===== config.mk =====
export PLATFORM = sky130hd
export DESIGN_NAME = bcd_countdown_7
export DESIGN_NICKNAME = d
export VERILOG_FILES = /design/src/rtl/bcd_countdown_7.sv
export SDC_FILE = /design/constraint.sdc
export NUM_CORES = 1
export LEC_CHECK = 0
export CORE_MARGIN = 10
export CORE_UTILIZATION = 30
export CTS_CLUSTER_DIAMETER = 40
export CTS_CLUSTER_SIZE = 10
export DETAILED_ROUTE_END_ITERATION = 6
export MAX_ROUTING_LAYER = met4
export PLACE_DENSITY = 0.59
export SYNTH_ARGS = -nofsm -noshare
export SYNTH_HDL_FRONTEND = slang
export SYNTH_SLANG_ARGS = --single-unit

===== constraint.sdc =====
create_clock -name CLK -period 5.9 [get_ports CLK]
set_input_delay 1.18 -clock CLK [delete_from_list [all_inputs] [get_ports CLK]]
set_output_delay 1.18 -clock CLK [all_outputs]
set_load 0.02 [all_outputs]

===== src/rtl/bcd_countdown_7.sv =====
// bcd_countdown_7 - two-digit BCD down-counter.
//
// While run is low the counter tracks a binary start value, clamped to 99 and
// shown as two BCD digits. While run is high it decrements once every
// TICK_DIV clocks down to 00, then holds and raises done. The digit format
// matches the two-digit BCD up-counter, so both can share display logic.
//
// Ports:
//   CLK          rising-edge clock
//   RESET        synchronous active-high reset, highest priority
//   run          0 = load/track start value, 1 = count down
//   start_count  binary start value (sampled only in LOAD and on exit paths)
//   digit_1      BCD ones digit (registered)
//   digit_2      BCD tens digit (registered)
//   busy         high while counting (registered)
//   done         high once the count has reached 00 (registered)
//
// state | meaning
// ------+-------------------------------------------------------------
// LOAD  | digits track converted start_count; run=1 enters COUNT
// COUNT | decrement once per prescaler tick; run=0 aborts to LOAD
// DONE  | digits held at 00; run=0 returns to LOAD

module bcd_countdown_7 #(
    parameter int unsigned TICK_DIV = 1
) (
    input  logic       CLK,
    input  logic       RESET,
    input  logic       run,
    input  logic [6:0] start_count,
    output logic [3:0] digit_1,
    output logic [3:0] digit_2,
    output logic       busy,
    output logic       done
);

    typedef enum logic [1:0] {
        LOAD  = 2'd0,
        COUNT = 2'd1,
        DONE  = 2'd2
    } state_t;

    localparam logic [15:0] PRESC_LAST = 16'(TICK_DIV - 1);

    state_t      state, state_nxt;
    logic [15:0] presc, presc_nxt;
    logic [3:0]  ones_nxt, tens_nxt;
    logic        busy_nxt, done_nxt;

    logic [6:0]  clamped;
    logic [3:0]  load_ones, load_tens;
    logic        tick;
    logic        at_floor;

    // Clamp to 99 before converting so inputs 100..127 load as 9,9.
    always_comb begin
        clamped   = (start_count > 7'd99) ? 7'd99 : start_count;
        load_tens = 4'(clamped / 7'd10);
        load_ones = 4'(clamped % 7'd10);
    end

    assign tick     = (presc == PRESC_LAST);
    // Values 01 and 00 both finish on the next tick.
    assign at_floor = (digit_2 == 4'd0) && (digit_1 <= 4'd1);

    always_ff @(posedge CLK) begin
        if (RESET) begin
            state   <= LOAD;
            presc   <= 16'd0;
            digit_1 <= 4'd0;
            digit_2 <= 4'd0;
            busy    <= 1'b0;
            done    <= 1'b0;
        end else begin
            state   <= state_nxt;
            presc   <= presc_nxt;
            digit_1 <= ones_nxt;
            digit_2 <= tens_nxt;
            busy    <= busy_nxt;
            done    <= done_nxt;
        end
    end

    always_comb begin
        state_nxt = state;
        case (state)
            LOAD:    if (run) state_nxt = COUNT;
            COUNT: begin
                if (!run)
                    state_nxt = LOAD;
                else if (tick && at_floor)
                    state_nxt = DONE;
            end
            DONE:    if (!run) state_nxt = LOAD;
            default: state_nxt = LOAD;
        endcase
    end

    // Datapath and registered flags, derived from the current state and the
    // state being entered so busy/done change on the same edge as the state.
    always_comb begin
        ones_nxt  = digit_1;
        tens_nxt  = digit_2;
        presc_nxt = 16'd0;
        busy_nxt  = (state_nxt == COUNT);
        done_nxt  = (state_nxt == DONE);
        case (state)
            LOAD: begin
                ones_nxt = load_ones;
                tens_nxt = load_tens;
            end
            COUNT: begin
                if (!run) begin
                    // Abort wins over a coincident tick.
                    ones_nxt = load_ones;
                    tens_nxt = load_tens;
                end else if (tick) begin
                    if (at_floor) begin
                        ones_nxt = 4'd0;
                        tens_nxt = 4'd0;
                    end else if (digit_1 != 4'd0) begin
                        ones_nxt = digit_1 - 4'd1;
                    end else begin
                        ones_nxt = 4'd9;
                        tens_nxt = digit_2 - 4'd1;
                    end
                end else begin
                    presc_nxt = presc + 16'd1;
                end
            end
            DONE: begin
                if (!run) begin
                    ones_nxt = load_ones;
                    tens_nxt = load_tens;
                end else begin
                    ones_nxt = 4'd0;
                    tens_nxt = 4'd0;
                end
            end
            default: begin
                ones_nxt = 4'd0;
                tens_nxt = 4'd0;
            end
        endcase
    end

endmodule


Word level (Yosys, flattened, before mapping)
Index checks and enable logic that the tools add are counted.
- memory bits (writable): 0
- memory bits (read-only): 0
- bits in latches: 0
- memories: 0
- bits in registers: 28
- $mul: 0
- muxes and demuxes: 18
- reduce and logical (&&, ||, !) cells: 8
- bitwise gates (word level): 2
- divide/modulo/power cells: 2
- shifts and indexed selects: 0
- order comparisons: 2
- $add $sub $neg: 3
- equality and inequality tests: 6
- operators with widths (kind ; count):
    4-bit 2-to-1 mux ; 10
    4-bit case mux with 3 select lines ; 2
    16-bit by 1-bit adder with 16-bit output (second input constant) ; 1
    16-bit logical NOT ; 1
    2-bit 2-to-1 mux ; 4
    4-bit by 1-bit subtractor with 4-bit output (second input constant) ; 2
    7-bit by 4-bit divider with 7-bit output (second input constant) ; 1
    7-bit > comparator (second input constant) ; 1
    7-bit by 4-bit remainder unit with 7-bit output (second input constant) ; 1
    7-bit 2-to-1 mux ; 1
    2-bit case mux with 3 select lines ; 1
    2-bit by 1-bit equality test with 1-bit output (second input constant) ; 2
    2-bit equality test (second input constant) ; 2
    4-bit by 1-bit <= comparator with 1-bit output (second input constant) ; 1
    4-bit logical NOT ; 1
    4-bit inequality test (second input constant) ; 1
    4-bit nonzero test ; 1
    4-bit OR reduction ; 1
    3-bit inequality test (second input constant) ; 1
    1-bit logical AND ; 2
    2-bit logical NOT ; 1
    1-bit inverter ; 2
    2-bit AND reduction ; 1

Longest topological paths before layout
Gate-level depths: netlist of run 1.
- word-level depth: 7
- depth in mapped cells: 19
- mapped depth without buffers: 16

Worst setup path after synthesis of run 1
Ideal clock, no wire load.
- path type: input to register
- start: input start_count[6]
- end: register digit_1[1]
- library setup time: 62 ps
- arrival: 4582 ps
- stages on the path: 18
- setup slack: 1256 ps
- cell sequence: buf_2 > buf_2 > a21boi_0 > ha_1 > buf_6 > and4b_1 > or3_1 > ha_1 > and4bb_2 > a311o_1 > nand3_1 > a21boi_0 > nand2_1 > inv_1 > ha_1 > a21bo_1 > a311o_1 > nand3_1
- cells in the longest elaborated chain, start to end: 5
- ends and longest elaborated chain (item ; RTL line ; text):
    from (decl) ; 30 ; input logic [6:0] start_count,
    7-bit > comparator ; 57 ; clamped = (start_count > 7'd99) ? 7'd99 : start_count;
    7-bit 2-to-1 mux (*) ; 57 ;
    7-bit by 4-bit remainder unit with 7-bit output (*) ; 59 ; load_ones = 4'(clamped % 7'd10);
    4-bit 2-to-1 mux (on tied branches) ; 132, 113 ;
    4-bit case mux with 3 select lines (*) ; 107 ; case (state)
    to (signal assigned) ; 77 ; digit_1 <= ones_nxt;
    to (decl) ; 31 ; output logic [3:0] digit_1,
Every way passes the cells marked *; elsewhere a longest branch is shown, timed or not.
A chain may end at the register's enable or synchronous reset.

Worst setup path in the final report of run 1
- start: input start_count[5]
- end: register digit_1[1]
The elaborated chain is that of the path after synthesis.

==> results of run 1 <==
## worst max-delay path, cell delays in order
cell and delay, ns:
clkdlybuf4s50_1 0.57, a21boi_0 0.13, ha_1 0.33, and4b_1 0.31, or3_1 0.32, ha_1 0.24
and4bb_2 0.23, a311o_1 0.35, nand3_1 0.14, a21boi_0 0.35, nand2_1 0.13, inv_1 0.07
ha_1 0.21, a21bo_1 0.25, a311o_1 0.35, nand3_1 0.07
## synthesized netlist by cell type, types with 2 or more instances
cell	number	area [µm²]
a31oi_1	4	25.0
nor4b_1	3	26.3
o221ai_1	2	17.5
dfxtp_1	28	561
a21oi_1	13	65.1
and4_1	2	17.5
nand2b_1	6	37.5
a311o_1	4	40.0
nand3b_1	2	15.0
nand3_1	11	55.1
nor3_1	9	45.0
inv_1	13	48.8
nor3b_1	5	37.5
o21ai_0	12	60.1
a211oi_1	2	15.0
buf_2	3	15.0
nor4_1	3	18.8
xor2_1	12	105
and2b_1	2	15.0
nand4_1	6	37.5
nor2_1	34	128
mux2i_1	3	30.0
a22oi_1	3	22.5
buf_6	2	22.5
nand2_1	17	63.8
clkbuf_1	5	18.8
ha_1	7	87.6
or3_1	2	12.5
or3b_1	2	17.5
xnor2_1	2	17.5
o31ai_1	2	15.0
a21o_1	3	22.5
and2_1	3	18.8
and3_1	3	18.8
a21boi_0	3	22.5
o22ai_1	5	31.3
or2_2	3	18.8
## through the flow
step	instance area, µm²	instances	util (%)	worst slack [ns]	total power, mW
CTS	2370	359	35.3	0.917	0.532
floorplan	2050	264	-	1.26	0.329
finish	2370	359	35.3	0.892	0.528
global route	2370	359	35.3	0.624	0.563
global placement	2300	355	34.3	0.768	0.380
detailed placement	2300	355	34.3	0.636	0.380
## power by group
part | total, mW | internal [mW] | switching [mW]
registers | 0.213 | 0.199 | 0.0144
clock network | 0.152 | 0.0909 | 0.0608
logic | 0.163 | 0.0740 | 0.0887
total | 0.528 | 0.364 | 0.164
## per-layer routing
layer	share of wire [%]	GRT usage, %	wire length (µm)	vias to the layer above
li1	-	-	-	999
met1	51	12.9	2460	865
met2	45	15.2	2180	39
met3	3.0	0.670	147	4
met4	1.3	3.42	65	0
met5	0	-	0	-
## cell families after synthesis
group,after synthesis,share of synthesized area (%)
AOI/OAI and AO/OA,68,23.3
adders and majority gates,8,4.75
and+or+nand+nor,118,31.2
muxes,4,2.01
xor gates and xnor gates,14,5.97
DFF,28,27.3
buffers and inverters,24,5.48
## registers in the layout, summed over array words and instances, names as in the netlist
name and count:
digit_1 4, busy 1, state 2, done 1, presc 16, digit_2 4
## layout make-up
cell class | instances | area [µm²] | area share (%)
sequential | 28 | 561 | 23.6
multi-input combinational | 212 | 1380 | 58.1
tap | 80 | 100 | 4.22
clock buffer | 3 | 41.3 | 1.74
inverter | 13 | 48.8 | 2.06
timing repair buffer | 22 | 213 | 8.96
clock inverter | 1 | 30.0 | 1.27
## how the worst min path moves through the flow
stage,start,end,cells after the start
detailed placement,presc[0],presc[0],1
global route,presc[0],presc[0],1
CTS,presc[0],presc[0],1
floorplan,presc[0],presc[0],1
global placement,presc[0],presc[0],1
finish,presc[0],presc[0],1
## layout by cell type, fill, tap and decap left out, types with 4 or more instances in the layout
| cell type | n |
|---|---|
| a21oi_1 | 13 |
| a311o_1 | 4 |
| a31oi_1 | 4 |
| clkdlybuf4s50_1 | 19 |
| dfxtp_1 | 28 |
| ha_1 | 7 |
| inv_1 | 13 |
| nand2_1 | 17 |
| nand2b_1 | 6 |
| nand3_1 | 11 |
| nand4_1 | 6 |
| nor2_1 | 34 |
| nor3_1 | 9 |
| nor3b_1 | 5 |
| o21ai_0 | 12 |
| o22ai_1 | 5 |
| xor2_1 | 12 |
==> results_dict.tcl, run 1 <==
set metrics [dict create \
    status "complete, no violations" \
    synth_edf_count 0 \
    r2r_cells 9 \
    ys_seq_area_share_pct 27.3 \
    grt_pass1_wl_mm 8.41 \
    clockBufferDepth 2 \
    crit_path_end_kind "flop" \
    whs_ns 0.483 \
    drt_pass1_iterations 4 \
    cts_made_buffers 3 \
    drc 0 \
    max_cap_violations 0 \
    dieHeight_um 103 \
    finalSetupViolCount 0 \
    worst-setup-path-type "input port to flop" \
    place_congestion 0.908 \
    yosysUniqueCellTypes 60 \
    drive_gt1_share_pct 6.45 \
    vdd_ir_drop_max_mv 0.152 \
    dp_hpwl_mm 3.72 \
    ys_async_sr_fraction_pct 0 \
    syn_to_final_growth_pct 15.6 \
    clock_latency_ns 0.28 \
    drt_iter0_drc 61 \
    die_area_um2 10600 \
    min_path_type "flop to flop" \
    cp.required_ns 6.13 \
    htree_num_levels 1 \
    grt_setup_unrepaired "no" \
    hold_viol 0 \
    path_clk_slew_ns 0.10 \
    rows 30 \
    nets 297 \
    yosysWarnings 0 \
    leakage_nw 0.855 \
    vias 1907 \
    antenna_found_initial 0 \
    die_w_um 103 \
    clock-sinks 28 \
    ant_nets 0 \
    initial_utilization_pct 30.6 \
    crit_path_max_fanout 10 \
    fin_crit_ns 5.01 \
    syn-cell-area_um2 2050 \
    worstReg2RegStart "presc[0]" \
    vias_per_cell 5.31 \
    period_share_pct 84.9 \
    fin_tns_setup_ns 0 \
    grt_start_max_net_pins 18 \
    synth.ff_latch_count 28 \
    wl_mm 4.84 \
    grt_pass1_vias 1808 \
    worstPathArrival_ns 5.23 \
    synthCells 264 \
    reg2reg_to "digit_1[1]" \
    start_kind "input port" \
    tritoncts "done" \
    fin_skew_ns 0.00700 \
    syn-num-nets 281 \
    crit_end "digit_1[1]" \
    slew_violations 0 \
    filler_cell_count 717 \
    postCtsSetupRepairBufs 0 \
    grt_use_total_pct 9.69 \
    avgRoutedWirePerCell_um 13.5 \
    maxSlewHeadroom_pct 53.3 \
    ctsResizeCount 0 \
    ios 20 \
    antenna_cells 0 \
    port_buffers 19 \
    cts_root_buf "clkbuf_8" \
    core_region_area_um2 6720 \
    max_freq_mhz 200 \
    r2r_slack_ns 3.44 \
    synth-main-ff-cell "dfxtp_1" \
    grt_overflow 0 \
    worstSetupStartpoint "start_count[5]" \
    cts_hold_buf 0 \
    syn_avg_cell_area_um2 7.78 \
    tightest_slew_ns 0.694 \
    p_per_area_nw_per_um2 222 \
]
(Power assumes the default switching activity.)
==> run 2: changes to the inputs <==
--- a/config.mk
+++ b/config.mk
@@ -11,7 +11,7 @@
 export CTS_CLUSTER_SIZE = 10
 export DETAILED_ROUTE_END_ITERATION = 6
 export MAX_ROUTING_LAYER = met4
-export PLACE_DENSITY = 0.59
+export PLACE_DENSITY = 0.61
 export SYNTH_ARGS = -nofsm -noshare
 export SYNTH_HDL_FRONTEND = slang
 export SYNTH_SLANG_ARGS = --single-unit
==> constraint.sdc (replaced) <==
create_clock -name CLK -period 4.3 [get_ports CLK]
set_input_delay 0.86 -clock CLK [delete_from_list [all_inputs] [get_ports CLK]]
set_output_delay 0.86 -clock CLK [all_outputs]
set_load 0.02 [all_outputs]
==> results_dict.tcl, run 2 (same netlist as run 1, synthesis figures left out) <==
set metrics [dict create \
    crit_path_end_kind "flop" \
    cts_root_buf "clkbuf_8" \
    place_congestion 0.857 \
    tightest_slew_ns 0.684 \
    drive_gt1_share_pct 13.7 \
    rows 30 \
    dieHeight_um 103 \
    top_register "presc" \
    status "complete, no violations" \
    max_freq_mhz 244 \
    die_area_um2 10600 \
    sw_frac_of_total_pct 32.6 \
    crit_chain "clkdlybuf4s50_1, a21boi_1, ha_2, and4b_1, or3_1, ha_1, and2_1, a311o_1, o22ai_2, a311o_1, nand2_1, inv_1, ha_1, a21bo_1, a311o_1, nand3_1" \
    drt_iter0_drc 106 \
    worstPathArrival_ns 4.32 \
    grt_use_total_pct 10.3 \
    antenna_found_initial 0 \
    core_region_area_um2 6720 \
    pwr-share-clk_pct 20.1 \
    max_cap_violations 0 \
    comb_power_share_pct 37.1 \
    htree_num_levels 1 \
    clockBufferDepth 2 \
    filler_cell_count 679 \
    die_w_um 103 \
    nets 318 \
    period_share_pct 95.4 \
    fin_crit_ns 4.10 \
    slew_violations 0 \
    top_usage_layer "met2" \
    vias_per_cell 5.30 \
    grt_setup_unrepaired "no" \
    setup_ws_ns 0.196 \
    drt_pass1_iterations 4 \
    clock-sinks 28 \
    initial_utilization_pct 30.6 \
    reg.largest.list "presc: 16 flops, digit_1: 4 flops, digit_2: 4 flops" \
    met1_usage_pct 12.9 \
    final_cell_mix "nor2_1 (34), dfxtp_1 (28), buf_4 (24)" \
    final_design_area_no_fill_um2 2510 \
    hold_viol 0 \
    start_kind "input port" \
    path_clk_slew_ns 0.09 \
    finalPower_uw 682 \
    grt_pass1_wl_mm 8.96 \
    ant_nets 0 \
    internal-power_uw 460 \
    antenna_cells 0 \
    seqPwrFrac_pct 42.8 \
    vdd_ir_drop_max_mv 0.106 \
    path_common_cell "a311o_1" \
    ios 20 \
    max_stage_delay_ns 0.49 \
    place_ws_ns -0.128 \
    wl_mm 5.09 \
    met3_usage_pct 1.07 \
    min_path_type "flop to flop" \
    met2_usage_pct 17.2 \
    fin_skew_ns 0.00379 \
    avgRoutedWirePerCell_um 13.4 \
    grt_start_max_net_pins 20 \
    layout_commonest_cell "nor2_1" \
    dp_hpwl_mm 3.92 \
    maxSlewHeadroom_pct 54.0 \
    grt_pass1_vias 1985 \
    largest_reg_flops 16 \
    cpMaxStageDelayCell "clkdlybuf4s50_1" \
    placed_area_um2 2470 \
    leakage_nw 0.945 \
    finalSetupViolCount 0 \
    p_per_area_nw_per_um2 271 \
    cts_made_buffers 3 \
    port_buffers 19 \
    vias 2008 \
    tritoncts "done" \
    drc 0 \
    clock_latency_ns 0.27 \
    syn_to_final_growth_pct 22.4 \
    grt_overflow 0 \
    cp.required_ns 4.51 \
    crit_path_max_fanout 4 \
    worst-setup-path-type "input port to flop" \
    p_switching_uw 222 \
]
[run 2: per-layer routing]
layer,share of wire (%),up-vias
li1,-,1038
met1,48,930
met2,47,36
met3,4.2,4
met4,0.98,0
met5,0,-
[run 2: critical path: cells and delay by family]
family | cells | cell delay, ns
adders and majority gates | 3 | 0.70
and+or+nand+nor | 5 | 0.85
AOI/OAI and AO/OA | 6 | 1.37
buffers and inverters | 2 | 0.55
[run 2: area by class of cell]
cell class                 count  area, µm²  share of cell area [%]
clock buffer                   3       41.3                    1.64
inverter                      13       48.8                    1.94
multi-input combinational    212       1390                    55.4
sequential                    28        561                    22.3
tap                           80        100                    3.98
timing repair buffer          43        370                    14.7
[run 2: power groups by stage]
stage | clock network [mW] | registers [mW] | logic, mW
after floorplan | 0 | 0.309 | 0.144
after global placement | 0 | 0.298 | 0.248
after detailed placement | 0 | 0.298 | 0.251
after CTS | 0.146 | 0.292 | 0.252
after global routing | 0.152 | 0.296 | 0.285
final | 0.137 | 0.292 | 0.253
[run 2: stage by stage]
step | hold slack [ns] | utilization (%) | instances | setup TNS (ns)
2_1_floorplan | 0.430 | - | 264 | 0
3_3_place_gp | 0.448 | 36.7 | 376 | 0
3_5_place_dp | 0.460 | 36.7 | 376 | -0.292
4_1_cts | 0.482 | 37.3 | 379 | 0
5_1_grt | 0.520 | 37.4 | 379 | 0
6_report | 0.475 | 37.4 | 379 | 0
[run 2: worst paths after layout]
kind	startpoint	end	slack, ns	cells past startpoint
worst max-delay path	start_count[5]	digit_1[1]	0.20	16
worst min-delay path	presc[0]	presc[0]	0.47	1
worst max register to register	presc[0]	digit_1[1]	1.87	9
worst min register to register	presc[0]	presc[0]	0.47	1
[run 2: what timing repair did]
action	in CTS	in global routing
setup buffers	0	0
hold buffers	0	0
endpoints found under the setup margin	0	1
endpoints found under the hold margin	0	0
gates resized for setup	0	3
